--- config.mk ---
export PLATFORM = sky130hd
export DESIGN_NAME = seven_seg_mux
export DESIGN_NICKNAME = d
export VERILOG_FILES = /design/src/rtl/seven_seg_pkg.sv /design/src/rtl/seven_seg_decode.sv /design/src/rtl/seven_seg_mux.sv
export SDC_FILE = /design/constraint.sdc
export NUM_CORES = 1
export LEC_CHECK = 0
export BUFFER_PORTS_ARGS = -buffer_cell sky130_fd_sc_hd__buf_2
export CORE_MARGIN = 2
export CORE_UTILIZATION = 46
export DETAILED_ROUTE_END_ITERATION = 6
export PLACE_DENSITY_LB_ADDON = 0.2
export RECOVER_POWER = 100
export SYNTH_ARGS = -nofsm -noshare
export SYNTH_HDL_FRONTEND = slang
export SYNTH_HIERARCHICAL = 1
export SYNTH_SLANG_ARGS = --single-unit
--- constraint.sdc ---
create_clock -name clk -period 3.9 [get_ports clk]
set_clock_uncertainty 0.05 [all_clocks]
set_input_delay 0.39 -clock clk [delete_from_list [all_inputs] [get_ports clk]]
set_output_delay 0.39 -clock clk [all_outputs]
set_load 0.02 [all_outputs]
--- src/rtl/seven_seg_pkg.sv ---
// Shared constants and elaboration-time helpers for the seven-segment scan driver.
package seven_seg_pkg;

   // Hex nibble -> active-high gfedcba pattern, entry i for nibble value i
   localparam logic [15:0][6:0] SEG_TABLE = {
      7'h71, 7'h79, 7'h5E, 7'h39, 7'h7C, 7'h77, 7'h6F, 7'h7F,
      7'h07, 7'h7D, 7'h6D, 7'h66, 7'h4F, 7'h5B, 7'h06, 7'h3F
   };

   // Clocks spent on one digit per frame
   function automatic int unsigned calc_tick_div(input int unsigned clkspeed,
                                                 input int unsigned refresh_hz,
                                                 input int unsigned digits);
      return clkspeed / (refresh_hz * digits);
   endfunction

   // Clocks per PWM step, never below one
   function automatic int unsigned calc_sub_div(input int unsigned tick_div,
                                                input int unsigned duty_bits);
      int unsigned s;
      s = tick_div >> duty_bits;
      return (s == 0) ? 1 : s;
   endfunction

endpackage

--- src/rtl/seven_seg_decode.sv ---
// Combinational hex nibble to active-high seven-segment pattern.
module seven_seg_decode
   import seven_seg_pkg::*;
(
   input  logic [3:0] nibble,
   output logic [6:0] pattern_c
);

   // Table lookup
   assign pattern_c = SEG_TABLE[nibble];

endmodule

--- src/rtl/seven_seg_mux.sv ---
// Multiplexed seven-segment driver: PWM brightness, double-buffered digits,
// selectable pin polarity. Optional leading-zero suppression: SEVEN_SEG_LZS_EN.
module seven_seg_mux
   import seven_seg_pkg::*;
#(
   parameter int unsigned CLKSPEED       = 50000000,
   parameter int unsigned DIGITS         = 4,
   parameter int unsigned REFRESH_HZ     = 1000,
   parameter int unsigned DUTY_BITS      = 3,
   parameter int unsigned SEG_ACTIVE_LOW = 1,
   parameter int unsigned AN_ACTIVE_LOW  = 1
) (
   input  logic                  clk,
   input  logic                  reset,
   input  logic [4*DIGITS-1:0]   value,
   input  logic [DIGITS-1:0]     dp,
   input  logic [DIGITS-1:0]     blank,
   input  logic                  load,
   input  logic [DUTY_BITS-1:0]  duty,
   output logic [6:0]            seg,
   output logic                  seg_dp,
   output logic [DIGITS-1:0]     an,
   output logic                  frame
);

   localparam int unsigned TICK_DIV = calc_tick_div(CLKSPEED, REFRESH_HZ, DIGITS);
   localparam int unsigned SUB_DIV  = calc_sub_div(TICK_DIV, DUTY_BITS);
   localparam int unsigned PRESC_W  = (SUB_DIV > 1) ? $clog2(SUB_DIV) : 1;
   localparam int unsigned DIG_W    = (DIGITS > 1) ? $clog2(DIGITS) : 1;
   localparam int unsigned VAL_W    = 4 * DIGITS;

   localparam logic              SEG_INV = (SEG_ACTIVE_LOW != 0);
   localparam logic              AN_INV  = (AN_ACTIVE_LOW != 0);
   localparam logic [6:0]        SEG_OFF = {7{SEG_INV}};
   localparam logic [DIGITS-1:0] AN_OFF  = {DIGITS{AN_INV}};

   logic [PRESC_W-1:0]   presc;
   logic [DUTY_BITS-1:0] pwm;
   logic [DIG_W-1:0]     digit;

   logic [VAL_W-1:0]     pend_value, act_value;
   logic [DIGITS-1:0]    pend_dp, act_dp;
   logic [DIGITS-1:0]    pend_blank, act_blank;

   logic                 presc_tc_c, pwm_wrap_c, dig_last_c, frame_c;
   logic [3:0]           cur_nib_c;
   logic [6:0]           pattern_c;
   logic [DIGITS-1:0]    show_c;
   logic [DIGITS-1:0]    onehot_c;
   logic                 en_c, lit_c, an_en_c, dp_lit_c;
   logic [6:0]           seg_c;

   // Counter terminal conditions; frame boundary is the digit wrap
   assign presc_tc_c = (presc == PRESC_W'(SUB_DIV - 1));
   assign pwm_wrap_c = presc_tc_c && (pwm == '1);
   assign dig_last_c = (digit == DIG_W'(DIGITS - 1));
   assign frame_c    = pwm_wrap_c && dig_last_c;

   // Prescaler, PWM phase and digit index
   always_ff @(posedge clk or posedge reset) begin
      if (reset) begin
         presc <= '0;
         pwm   <= '0;
         digit <= '0;
      end else begin
         presc <= presc_tc_c ? '0 : presc + PRESC_W'(1);
         if (presc_tc_c) pwm <= pwm + DUTY_BITS'(1);
         if (pwm_wrap_c) digit <= dig_last_c ? '0 : digit + DIG_W'(1);
      end
   end

   // Pending captures on load; active swaps in only at the frame boundary
   always_ff @(posedge clk or posedge reset) begin
      if (reset) begin
         pend_value <= '0;
         pend_dp    <= '0;
         pend_blank <= '0;
         act_value  <= '0;
         act_dp     <= '0;
         act_blank  <= '0;
      end else begin
         if (load) begin
            pend_value <= value;
            pend_dp    <= dp;
            pend_blank <= blank;
         end
         if (frame_c) begin
            act_value <= pend_value;
            act_dp    <= pend_dp;
            act_blank <= pend_blank;
         end
      end
   end

   assign cur_nib_c = 4'(act_value >> {digit, 2'b00});

   seven_seg_decode u_decode (
      .nibble    (cur_nib_c),
      .pattern_c (pattern_c)
   );

`ifdef SEVEN_SEG_LZS_EN
   // Show digits at or below the highest non-zero nibble; digit 0 always shows
   always_comb begin : lzs
      logic seen;
      seen   = 1'b0;
      show_c = '0;
      for (int i = int'(DIGITS) - 1; i >= 0; i--) begin
         seen      = seen | (act_value[4*i +: 4] != 4'h0);
         show_c[i] = seen | (i == 0);
      end
   end
`else
   assign show_c = '1;
`endif

   // Enable for the current digit; a suppressed digit keeps its point lit
   assign onehot_c = DIGITS'(1) << digit;
   assign en_c     = (pwm <= duty) && !act_blank[digit];
   assign lit_c    = en_c && show_c[digit];
   assign dp_lit_c = en_c && act_dp[digit];
   assign an_en_c  = lit_c || dp_lit_c;
   assign seg_c    = lit_c ? pattern_c : 7'h00;

   // Pin registers with polarity applied
   always_ff @(posedge clk or posedge reset) begin
      if (reset) begin
         seg    <= SEG_OFF;
         seg_dp <= SEG_INV;
         an     <= AN_OFF;
         frame  <= 1'b0;
      end else begin
         seg    <= seg_c ^ SEG_OFF;
         seg_dp <= dp_lit_c ^ SEG_INV;
         an     <= an_en_c ? (onehot_c ^ AN_OFF) : AN_OFF;
         frame  <= frame_c;
      end
   end

endmodule

Word level (Yosys, flattened, before mapping). Memory sizes are Yosys's and may differ from the RTL's. Index checks and enable logic that the tools add are counted.

Bits in registers: 77. Bits in read-only memories: 112. Input bits: 30. Output and inout port bits: 13. Word-level logic and storage cells: 46. Memories kept: 1.

Add/sub/neg operators: 3. Magnitude comparators: 3. Equal/unequal tests: 3. Shift operators: 2. Muxes and demuxes: 11. Bitwise operators: 3. Reduce and logical (&&, ||, !) cells: 7.

Memory list: (name not given) (words 16, bits a word 7, rd ports 1, clocked after Yosys merged registers in 0, wr ports 0, line seven_seg_decode.sv:10) `assign pattern_c = SEG_TABLE[nibble];`.

Operator list (count): right shift 16 x 4 -> 4 bit (1); 2-to-1 mux 7 bit (2); adder 11 x 1 -> 11 bit (second input constant) (1); == test 11 bit (second input constant) (1); 2-to-1 mux 11 bit (1); inverter 7 bit (1); binary-select mux 1 bit (select 2 bit) (3); logical AND 1 bit (5); less-than comparator 4 x 5 -> 1 bit (second input constant) (1); 2-to-1 mux 4 bit (1); inverter 4 bit (1); left shift 1 x 2 -> 4 bit (first input constant) (1); adder 3 x 1 -> 3 bit (second input constant) (1); == test 3 bit (second input constant) (1); less-or-equal comparator 3 bit (1); less-than comparator 2 x 3 -> 1 bit (second input constant) (1); 2-to-1 mux 1 bit (3); adder 2 x 1 -> 2 bit (second input constant) (1); == test 2 bit (second input constant) (1); 2-to-1 mux 2 bit (1); zero test 1 bit (1); logical OR 1 bit (1); inverter 1 bit (1).

Longest topological paths before layout.
Depth in word-level cells: 7. Depth in mapped cells: 7. Gate-level depth less buffers: 6.

By module. Netlist, hierarchy kept.

Modules (own cells, without submodules): seven_seg_mux (instances 1, cells each 224, area each 3279.4 um^2); seven_seg_decode (instances 1, cells each 33, area each 287.8 um^2).

Worst setup path after synthesis. No wires, ideal clock.

Kind: register to register. From: reg digit[0]. To: reg seg[3]. Arrival time: 2.282 ns. Data required time: 3.768 ns. Path slack: 1.487 ns. Stages on the path, launching flop included: 8. Path buffers: 1. Period minus slack after synthesis: 2.413 ns. Cells stage by stage: dfrtp_1 > clkbuf_1 > mux4_2 > inv_1 > ha_1 > inv_1 > mux4_1 > o211ai_1.

Elaborated cells on any way between the ends: 12. Those cells by class: shift: 1; mux: 6; bitwise: 1; reduce/logical: 3; memory: 1.

RTL lines: start: declaration (line seven_seg_mux.sv:39) `logic [DIG_W-1:0] digit;`; start signal: assignment (line seven_seg_mux.sv:68) `if (pwm_wrap_c) digit <= dig_last_c ? '0 : digit + DIG_W'(1);`; right shift 16 x 4 -> 4 bit (line seven_seg_mux.sv:95) `assign cur_nib_c = 4'(act_value >> {digit, 2'b00});`; via cur_nib_c[1] (line seven_seg_mux.sv:46) `logic [3:0] cur_nib_c;`; memory (16 x 7 bit); 2-to-1 mux 7 bit (implied by the code) (line seven_seg_decode.sv:10); via pattern_c[3] (line seven_seg_mux.sv:47) `logic [6:0] pattern_c;`; 2-to-1 mux 7 bit (line seven_seg_mux.sv:123) `assign seg_c = lit_c ? pattern_c : 7'h00;`; inverter 7 bit (no source line); end signal: assignment (line seven_seg_mux.sv:133) `seg <= seg_c ^ SEG_OFF;`; end: declaration (line seven_seg_mux.sv:20) `output logic [6:0] seg,`.

The timed path passes the listed nets, and every way through them passes these cells. The select of a mux whose other input is x is not followed. A chain may end at the register's enable or synchronous reset.

Worst setup path after layout.
From: reg presc[5]. To: reg act_value[3].

Longest elaborated chain between the ends: 3.

Ends and longest elaborated chain: start: declaration (line seven_seg_mux.sv:37) `logic [PRESC_W-1:0] presc;`; start signal: assignment (line seven_seg_mux.sv:66) `presc <= presc_tc_c ? '0 : presc + PRESC_W'(1);`; == test 11 bit (line seven_seg_mux.sv:54) `assign presc_tc_c = (presc == PRESC_W'(SUB_DIV - 1));`; logical AND 1 bit (line seven_seg_mux.sv:55) `assign pwm_wrap_c = presc_tc_c && (pwm == '1);`; logical AND 1 bit (line seven_seg_mux.sv:57) `assign frame_c = pwm_wrap_c && dig_last_c;`; end signal: assignment (line seven_seg_mux.sv:88) `act_value <= pend_value;`; end: declaration (line seven_seg_mux.sv:41) `logic [VAL_W-1:0] pend_value, act_value;`.

No other way between the ends.

==> run summary <==
PwrDens = 408 nW/um^2
max-slew violation count = 0
syn nets = 305
final setup TNS = 0 ps
routed wl met2 = 2.53 mm
post-synthesis sequential area ratio = 54.4%
DRT Wirelength = 5.76 mm
# setup viols final = 0
Primary FF master, synth = dfrtp_1
fin crit share = 76.2%
initial antenna violation count = 0
Leak Pwr = 1.78 nW
synthesized instance count = 257
First DRT Iteration DRCs = 53
grt ovf = 0
Detail Route Antenna Nets = 0
post-synth cell types = 37
final hold vios = 0
Residual DRC = 0
vias in the first global route = 2164
crit start category = register
commonest cells after routing, fill and taps aside = dfrtp_1 (65), mux2_2 (56), buf_2 (28), ha_1 (18)
Routed wire per std cell = 14.1 um
clock slew at reported path FFs = 80 ps
worst skew pair latency = 340 ps
H-tree levels = 3
max cap viols = 0
Reg area = 1940 sq um
Post-synth EDFFs = 0
commonest non-fill, non-tap cell in the layout = dfrtp_1
DRT met1 WL = 2.89 mm
Nets = 348
Final HPWL DP = 4.03 mm
Top Ports = 43
Tmin final = 2970 ps
Setup WS pre-CTS = 1420 ps
CTS tree = built
Starting Density = 46.9%
Worst Hold Class = input port to register
GP Congestion = 0.802
Rows = 32
layout cell share with drive strength beyond 1 = 39.3%
n_diodes = 0
DR pass1 iterations = 4
ys async rst share = 100%
drt via density = 5.13
complex-gate fraction of the synthesized area = 4.81%
synthesized area = 3570 sq um
final worst slack = 929 ps
Longest Clk Path Bufs = 2
Post-Synth Adder-Cell Area = 6.31%
critical path arrival = 3140 ps
Post-Synth XOR/XNOR Area = 1.96%
synthesized flop and latch total = 77
area grow syn2layout = 14.0%
Die Width = 92.1 um
mean cell area of the mapped netlist = 13.9 sq um
post-CTS setup buffer count = 0
first-pass GRT wire length = 10.4 mm
count of buffers from port buffering = 42
Slew Limit Headroom = 10.9%
via count = 2088
mux contribution to synthesized area = 22.7%
Multi-input gate area = 1480 sq um
Top Layer Used = met4
filler cell count = 675
hold buffer count at CTS = 0
GRT Resource Usage Total = 15.7%
Worst Tran Pin Value = 1340 ps
DR WL met3 = 214 um
Crit Path Class = register to register
largest family of logic cells by synthesized area = multiplexers
Synth Area in Simple Gates = 6.14%
share of the synthesized area in the top cell type = 45.6%
Synth area leader = dfrtp_1
post-cts resize count = 0
Setup crit end kind = register
largest cells by area after synthesis = dfrtp_1 (46%), mux2_2 (18%), dfstp_2 (8.8%)
WP data required = 4070 ps
Peak Freq = 337 MHz
Num CTS Buffers = 9
CTS root buf = clkbuf_8
CP max FO = 24
largest net degree at the start of global routing = 46
die area = 8480 sq um
warnings from Yosys = 6
Core Area = 7610 sq um
RSZ-0062 raised after global routing = no
Sink Count = 77
outcome = finished, final reports clean
maximum VDD drop = 0.000231 V
height of the die = 92.1 um
-- path summary, 6_finish.rpt --
check / cells after the start / endpoint / from / slack, ps
setup / recovery: 4 / act_value[3] / presc[5] / 930
hold / removal: 2 / pend_value[13] / value[13] / 220
setup reg to reg: 4 / act_value[3] / presc[5] / 930
hold reg to reg: 1 / presc[8] / presc[8] / 450
max in group asynchronous: 3 / act_value[7] / reset / 1810
min in group asynchronous: 2 / pend_blank[2] / reset / 310
-- cells in the mapped netlist, types with 2 or more instances --
cell type and instances:
nand2_1 6, o211ai_1 12, xnor2_1 4, clkbuf_1 8
ha_1 18, nand4_1 3, inv_1 15, buf_2 2
dfstp_2 12, dfrtp_1 65, nor2_1 7, or4_1 2
mux2i_1 4, mux4_2 5, nor3_1 3, mux2_2 56
buf_6 3, nand3_1 4, xor2_1 4, o31ai_1 2
a21oi_1 5, nor4_1 2
-- power breakdown --
part           total, mW  internal (mW)  switching [mW]
Combinational     0.0752         0.0370          0.0382
Sequential         0.842          0.828          0.0143
Clock              0.744          0.461           0.283
-- flip-flops by register name (all words and copies together), names as in the netlist --
name and flops:
pend_blank 4, an 4, pend_value 16, presc 11, act_value 16, act_blank 4
seg_dp 1, frame 1, seg 7, pend_dp 4, pwm 3, digit 2
act_dp 4
-- cell type report --
class	count	area share (%)
Inverter	15	1.38
Clock buffer	11	3.72
Sequential cell	77	47.7
Tap cell	102	3.14
Timing Repair Buffer	45	5.14
Multi-Input combinational cell	152	36.3
Clock inverter	5	2.61
-- per-layer routing --
layer	global-route usage, %	vias up
li1	-	1012
met1	22.1	1025
met2	23.5	41
met3	2.79	10
met4	7.84	0
met5	0	-
-- logic make-up (layout without fill, tap and decap cells) --
| logic type | count (synthesis) | after routing |
|---|---|---|
| adders and majority gates | 18 | 18 |
| xor gates and xnor gates | 8 | 8 |
| and+or+nand+nor | 36 | 36 |
| muxes | 66 | 66 |
| DFF | 77 | 77 |
| buffers and inverters | 28 | 76 |
| AOI/OAI and AO/OA | 24 | 24 |
-- through the flow --
stage	power (mW)	utilization [%]	hold slack [ps]	instances	instance area, sq um
2_1_floorplan	0.905	-	409	257	3570
3_3_place_gp	0.933	50.7	437	391	3850
3_5_place_dp	0.937	50.7	444	391	3850
4_1_cts	1.69	54.0	102	407	4110
5_1_grt	1.74	53.5	210	407	4070
6_report	1.66	53.5	221	407	4070
-- worst max-delay path: stages (launching register included) --
cell and delay, ps:
dfrtp_1 440, or4b_1 630, nor4_1 280, clkbuf_1 1000
mux2_2 430
Power figures use the tool's default switching activity.
